===== src/rtl/uart_pkg.sv =====
// uart_pkg: constants and FSM state encoding shared by the UART TX and RX blocks.
package uart_pkg;
   localparam int DATA_BITS            = 8;
   localparam int DEFAULT_DELAY_FRAMES = 234;   // 27 MHz / 115200 baud
   localparam int BIT_IDX_W            = $clog2(DATA_BITS);

   typedef enum logic [2:0] {
      ST_IDLE   = 3'd0,
      ST_START  = 3'd1,
      ST_DATA   = 3'd2,
      ST_STOP   = 3'd3,
      ST_PARITY = 3'd4
   } uart_state_t;

   function automatic logic even_parity(input logic [DATA_BITS-1:0] d);
      return ^d;
   endfunction
endpackage


===== src/rtl/uart_sync_fifo.sv =====
// uart_sync_fifo: single-clock FIFO with occupancy count; DEPTH must equal 2**AW.
module uart_sync_fifo #(
   parameter int DEPTH = 16,
   parameter int AW    = 4,
   parameter int WIDTH = 8
) (
   input  logic             i_clk,
   input  logic             i_rst_n,
   input  logic             i_push,
   input  logic [WIDTH-1:0] i_data,
   input  logic             i_pop,
   output logic [WIDTH-1:0] o_data,
   output logic             o_full,
   output logic             o_empty,
   output logic [AW:0]      o_count
);
   localparam logic [AW:0] FULL_CNT = (AW+1)'(DEPTH);

   logic [WIDTH-1:0] r_mem [DEPTH];
   logic [AW-1:0]    r_wr_ptr;
   logic [AW-1:0]    r_rd_ptr;
   logic [AW:0]      r_count;
   logic             w_push;
   logic             w_pop;

   assign o_full  = (r_count == FULL_CNT);
   assign o_empty = (r_count == '0);
   assign w_push  = i_push && !o_full;
   assign w_pop   = i_pop && !o_empty;
   assign o_data  = r_mem[r_rd_ptr];
   assign o_count = r_count;

   always_ff @(posedge i_clk) begin
      if (w_push) r_mem[r_wr_ptr] <= i_data;
   end

   // Pointers wrap naturally because DEPTH is a power of two.
   always_ff @(posedge i_clk) begin
      if (!i_rst_n) begin
         r_wr_ptr <= '0;
         r_rd_ptr <= '0;
         r_count  <= '0;
      end else begin
         if (w_push) r_wr_ptr <= r_wr_ptr + AW'(1);
         if (w_pop)  r_rd_ptr <= r_rd_ptr + AW'(1);
         case ({w_push, w_pop})
            2'b10:   r_count <= r_count + (AW+1)'(1);
            2'b01:   r_count <= r_count - (AW+1)'(1);
            default: r_count <= r_count;
         endcase
      end
   end
endmodule


===== src/rtl/uart_tx_fifo.sv =====
// uart_tx_fifo: FIFO-buffered 8N1 UART transmitter, LSB first.
// Define UART_TX_PARITY_EN to insert an even-parity bit between data and stop.
module uart_tx_fifo
   import uart_pkg::*;
#(
   parameter int DELAY_FRAMES = DEFAULT_DELAY_FRAMES,
   parameter int FIFO_DEPTH   = 16,
   parameter int FIFO_AW      = 4
) (
   input  logic                 i_clk,
   input  logic                 i_rst_n,
   input  logic [DATA_BITS-1:0] i_tx_data,
   input  logic                 i_tx_valid,
   output logic                 o_tx_ready,
   output logic                 o_uart_tx,
   output logic                 o_busy,
   output logic [FIFO_AW:0]     o_fifo_count
);
   localparam int                   CNT_W    = $clog2(DELAY_FRAMES) + 1;
   localparam logic [CNT_W-1:0]     LAST_CYC = CNT_W'(DELAY_FRAMES - 1);
   localparam logic [BIT_IDX_W-1:0] LAST_BIT = BIT_IDX_W'(DATA_BITS - 1);

   uart_state_t           r_state;
   logic [CNT_W-1:0]      r_cyc;
   logic [BIT_IDX_W-1:0]  r_bit;
   logic [DATA_BITS-1:0]  r_shift;
   logic                  r_tx;
   logic                  r_busy;
   logic [DATA_BITS-1:0]  w_head;
   logic                  w_full;
   logic                  w_empty;
   logic                  w_pop;
   logic                  w_bit_done;
   logic                  w_line;

   uart_sync_fifo #(
      .DEPTH (FIFO_DEPTH),
      .AW    (FIFO_AW),
      .WIDTH (DATA_BITS)
   ) u_fifo (
      .i_clk   (i_clk),
      .i_rst_n (i_rst_n),
      .i_push  (i_tx_valid),
      .i_data  (i_tx_data),
      .i_pop   (w_pop),
      .o_data  (w_head),
      .o_full  (w_full),
      .o_empty (w_empty),
      .o_count (o_fifo_count)
   );

   assign w_pop      = (r_state == ST_IDLE) && !w_empty;
   assign w_bit_done = (r_cyc == LAST_CYC);
   assign o_tx_ready = !w_full;
   assign o_uart_tx  = r_tx;
   assign o_busy     = r_busy;

   always_comb begin
      w_line = 1'b1;
      case (r_state)
         ST_START:  w_line = 1'b0;
         ST_DATA:   w_line = r_shift[r_bit];
`ifdef UART_TX_PARITY_EN
         ST_PARITY: w_line = even_parity(r_shift);
`endif
         default:   w_line = 1'b1;
      endcase
   end

   always_ff @(posedge i_clk) begin
      if (!i_rst_n) begin
         r_state <= ST_IDLE;
         r_cyc   <= '0;
         r_bit   <= '0;
         r_shift <= '0;
         r_tx    <= 1'b1;
         r_busy  <= 1'b0;
      end else begin
         // Line and busy both trail the state by one cycle, so busy falls as the stop bit leaves the line.
         r_tx   <= w_line;
         r_busy <= (r_state != ST_IDLE) || !w_empty;
         case (r_state)
            ST_IDLE: begin
               if (w_pop) begin
                  r_shift <= w_head;
                  r_cyc   <= '0;
                  r_bit   <= '0;
                  r_state <= ST_START;
               end
            end
            ST_START: begin
               if (w_bit_done) begin
                  r_cyc   <= '0;
                  r_bit   <= '0;
                  r_state <= ST_DATA;
               end else r_cyc <= r_cyc + CNT_W'(1);
            end
            ST_DATA: begin
               if (w_bit_done) begin
                  r_cyc <= '0;
                  if (r_bit == LAST_BIT) begin
`ifdef UART_TX_PARITY_EN
                     r_state <= ST_PARITY;
`else
                     r_state <= ST_STOP;
`endif
                  end else r_bit <= r_bit + BIT_IDX_W'(1);
               end else r_cyc <= r_cyc + CNT_W'(1);
            end
`ifdef UART_TX_PARITY_EN
            ST_PARITY: begin
               if (w_bit_done) begin
                  r_cyc   <= '0;
                  r_state <= ST_STOP;
               end else r_cyc <= r_cyc + CNT_W'(1);
            end
`endif
            ST_STOP: begin
               if (w_bit_done) begin
                  r_cyc   <= '0;
                  r_state <= ST_IDLE;
               end else r_cyc <= r_cyc + CNT_W'(1);
            end
            default: r_state <= ST_IDLE;
         endcase
      end
   end
endmodule

===== config.mk =====
export PLATFORM = sky130hd
export DESIGN_NAME = uart_tx_fifo
export DESIGN_NICKNAME = d
export VERILOG_FILES = /design/src/rtl/uart_pkg.sv /design/src/rtl/uart_sync_fifo.sv /design/src/rtl/uart_tx_fifo.sv
export SDC_FILE = /design/constraint.sdc
export NUM_CORES = 1
export LEC_CHECK = 0
export ABC_AREA = 1
export BUFFER_PORTS_ARGS = -buffer_cell sky130_fd_sc_hd__buf_2
export CORE_ASPECT_RATIO = 1.75
export CORE_UTILIZATION = 60
export CTS_BUF_LIST = sky130_fd_sc_hd__clkbuf_8
export CTS_CLUSTER_DIAMETER = 120
export DETAILED_ROUTE_END_ITERATION = 7
export HOLD_SLACK_MARGIN = 0.03
export PLACE_DENSITY = 0.74
export SETUP_SLACK_MARGIN = 0.1
export SLEW_MARGIN = 40
export SYNTH_ARGS = -nofsm -noshare
export SYNTH_HDL_FRONTEND = slang
export SYNTH_SLANG_ARGS = --single-unit

===== constraint.sdc =====
create_clock -name i_clk -period 2.5 [get_ports i_clk]
set_input_delay 0.25 -clock i_clk [delete_from_list [all_inputs] [get_ports i_clk]]
set_output_delay 0.25 -clock i_clk [all_outputs]
set_load 0.02 [all_outputs]

==> impl_metrics.json <==
{
  "status": "completed",
  "reg2reg_from": "r_state[1]",
  "worst_setup_path_end_kind": "register",
  "data_arrival_time_of_the_critical_path_ns": 2.58,
  "hold_viol": 0,
  "postRouteAntennaNets": 0,
  "worst_slack_on_hold_paths_ns": 0.125,
  "worstRegToRegCells": 15,
  "netSwitchingPower_uw": 3190,
  "setup_ws_ns": 0.319,
  "clock_tree.root_cell": "clkbuf_8",
  "coreArea_mm2": 0.0119,
  "post_drt_wl_per_cell_um": 17.0,
  "worst-setup-path-type": "reg2reg",
  "clockPowerShare": 0.240,
  "cts_tree": "done",
  "most_instantiated_cells_after_synthesis": "nand2_1, edfxtp_1, nor2_1, nand3_1, inv_1",
  "rr_endpoint": "u_fifo.o_count[4]",
  "power.internal_uw": 4910,
  "mappedNetlistNets": 786,
  "layout.area.seq_mm2": 0.00459,
  "synth-main-ff-cell": "edfxtp_1",
  "num_io_pins": 19,
  "wire_length_of_the_first_global_routing_pass_um": 24900,
  "floorplan.initialDensity": 0.615,
  "rrSetupSlack_ns": 0.32,
  "antenna_diode_instance_count": 0,
  "grt_start_max_net_pins": 67,
  "synth.yosys.seq_area_share": 0.625,
  "proportion_of_synthesized_flip_flops_having_asynchronous_set_or_reset": 0,
  "p_leak_uw": 0.00320,
  "slew_viol_final": 0,
  "drt-vias-per-instance": 5.61,
  "worst_setup_path_startpoint": "r_state[1]",
  "final.min_clock_period_ns": 2.18,
  "power.share.sequential": 0.410,
  "clkLatencyLatePin_ns": 0.46,
  "power_per_cell_area_mw_per_mm2": 1010,
  "synthToLayoutAreaGrowth_pct": 9.80,
  "crit_end": "u_fifo.o_count[4]",
  "cts_buf_count": 17,
  "synth.cell_area_mm2": 0.00734,
  "htreeDepth": 4,
  "final_util": 0.675,
  "rsz0062_at_grt": "no",
  "dieHeight_um": 148,
  "max_slew.worst_pin.slew_ns": 0.675,
  "power.switching_fraction": 0.394,
  "antenna_found_initial": 0,
  "place_congestion": 0.913,
  "max_freq_mhz": 459,
  "clock_path_buffers": 2,
  "cp_max_fo": 15,
  "pwr-share-comb": 0.349,
  "synth-edff-count": 128,
  "num_clock_sinks": 165,
  "count_of_different_cell_masters_after_synthesis": 33,
  "average_instance_area_after_synthesis_um2": 9.68,
  "aggregate_global_route_resource_usage": 0.266,
  "place_worst_setup_slack_ns": 0.0365,
  "rows": 53,
  "max_cap_viol_count": 0,
  "route.detailed.drc": 0,
  "final.fill_count": 916,
  "final_min_period_over_clock_period": 0.872,
  "synth_top_cell_area_share": 0.524,
  "remaining_global_route_overflow": 0,
  "timing.slew.headroom": 0.550,
  "synth_top_area_cell": "edfxtp_1",
  "drive_above_1_share": 0.119,
  "detailroute.via_count": 5250,
  "num-nets-final": 813,
  "footprint_of_the_multi_input_gates_mm2": 0.00241,
  "ir_drop_uv": 570,
  "post-dp-hpwl_um": 10800,
  "post_synth_main_area_contributors": "edfxtp_1, nand2_1, dfxtp_1, nor2_1, nand3_1",
  "ys_seq_elements": 165,
  "hold_path.class": "in2reg",
  "path_clk_slew_ns": 0.10,
  "setup_viol_count_final": 0,
  "fp.dieArea_mm2": 0.0127,
  "total_power_uw": 8110,
  "wirelength_um": 15900,
  "hold_buffers": 0,
  "yosys_warnings": 0,
  "postSynthCellCount": 758,
  "fin_worst_skew_ns": 0.0135,
  "chipWidth_um": 85.6,
  "timing.critical_path.required_ns": 2.90,
  "final_layout_setup_total_negative_slack_ns": 0,
  "timing.critical_path.from_type": "register",
  "place.port_buffers": 18,
  "yosys.cell_count.top_type": "nand2_1",
  "first_global_vias": 5096,
  "drt_first_pass_iters": 5,
  "initialDrtViolationCount": 489
}
[how the worst min path moves through the flow]
stage	endpoint	cells after the start	slack [ns]	startpoint
2_1_floorplan	u_fifo.r_mem[0][0]	0	0.35	i_tx_data[0]
3_3_place_gp	r_cyc[4]	2	0.47	r_cyc[4]
3_5_place_dp	r_cyc[4]	2	0.47	r_cyc[4]
4_1_cts	u_fifo.r_wr_ptr[0]	3	0.09	i_tx_valid
5_1_grt	u_fifo.r_wr_ptr[1]	3	0.12	i_tx_valid
6_report	u_fifo.r_wr_ptr[0]	3	0.12	i_tx_valid
[per-stage QoR]
step | std cells | cell area (µm²)
global placement | 902 | 7600
finish | 935 | 8060
detailed placement | 902 | 7600
global route | 935 | 8060
floorplan | 758 | 7340
CTS | 934 | 8020
[sequential cells by signal (all words and copies together), names as in the netlist, 2 cells and up]
signal / flops
u_fifo.o_count: 5
u_fifo.r_wr_ptr: 4
r_bit: 3
r_state: 2
r_cyc: 9
u_fifo.r_rd_ptr: 4
r_shift: 8
u_fifo.r_mem: 128
[logic make-up (layout without fill, tap and decap cells)]
logic type,Yosys count,in the layout,synth area share
buf+inv,85,125,0.0510
fa+ha+maj,17,17,0.0290
compound gates,81,81,0.0575
simple gates,404,404,0.230
xor+xnor,6,6,0.00818
flops,165,165,0.625
[worst max-delay path, stage by stage, from the launching register on]
cell and delay [ns]:
dfxtp_2 0.36, inv_1 0.09, ha_2 0.22, nand2_4 0.12, inv_8 0.13, ha_4 0.19
xor2_2 0.16, ha_1 0.18, inv_1 0.05, nand2_1 0.14, nand3_2 0.08, nand2_1 0.08
nand3_1 0.10, nand2_1 0.08, nand2_1 0.06, nor2_1 0.08
[timing repair]
action,in CTS,in global routing
gates resized for setup,3,8
pin swaps,0,1
endpoints found under the hold margin,0,0
buffers inserted,0,1
endpoints found under the setup margin,2,2
[power by group through the flow]
stage	sequential [µW]	clock, µW	combinational (µW)
2_1_floorplan	3380	0	2050
3_3_place_gp	3360	0	2630
3_5_place_dp	3370	0	2740
4_1_cts	3310	1970	2760
5_1_grt	3350	2080	3150
6_report	3330	1950	2830
[layer usage]
| metal | vias to the layer above | part of all wire | global-route usage | routed length, µm |
|---|---|---|---|---|
| met2 | 174 | 0.55 | 0.496 | 8750 |
| met3 | 38 | 0.040 | 0.0411 | 635 |
| met5 | - | 0 | 0 | 0 |
| met4 | 0 | 0.037 | 0.137 | 581 |
| met1 | 2465 | 0.37 | 0.286 | 5930 |
| li1 | 2573 | - | - | - |
[cells in the final DEF, fill, tap and decap left out, drive strengths merged]
cell type and count:
nand4 2, xor2 5, edfxtp 128, a21boi 1, nand3 75, o211ai 2, xnor2 1, inv 62
nor2 119, bufinv 1, and3 1, clkinvlp 2, o22ai 2, clkinv 5, ha 17, buf 38
o21ai 51, clkbuf 17, dfxtp 37, o21bai 1, nand2 207, a21oi 24
[cell type report]
type	count	share of cell area
clock buffers	17	0.0290
clock inverters	15	0.0217
inverters	55	0.0266
flip-flops and latches	165	0.570
well taps	137	0.0213
multi-input cells	508	0.299
repair buffers	38	0.0329
Power figures use the tool's default switching activity.
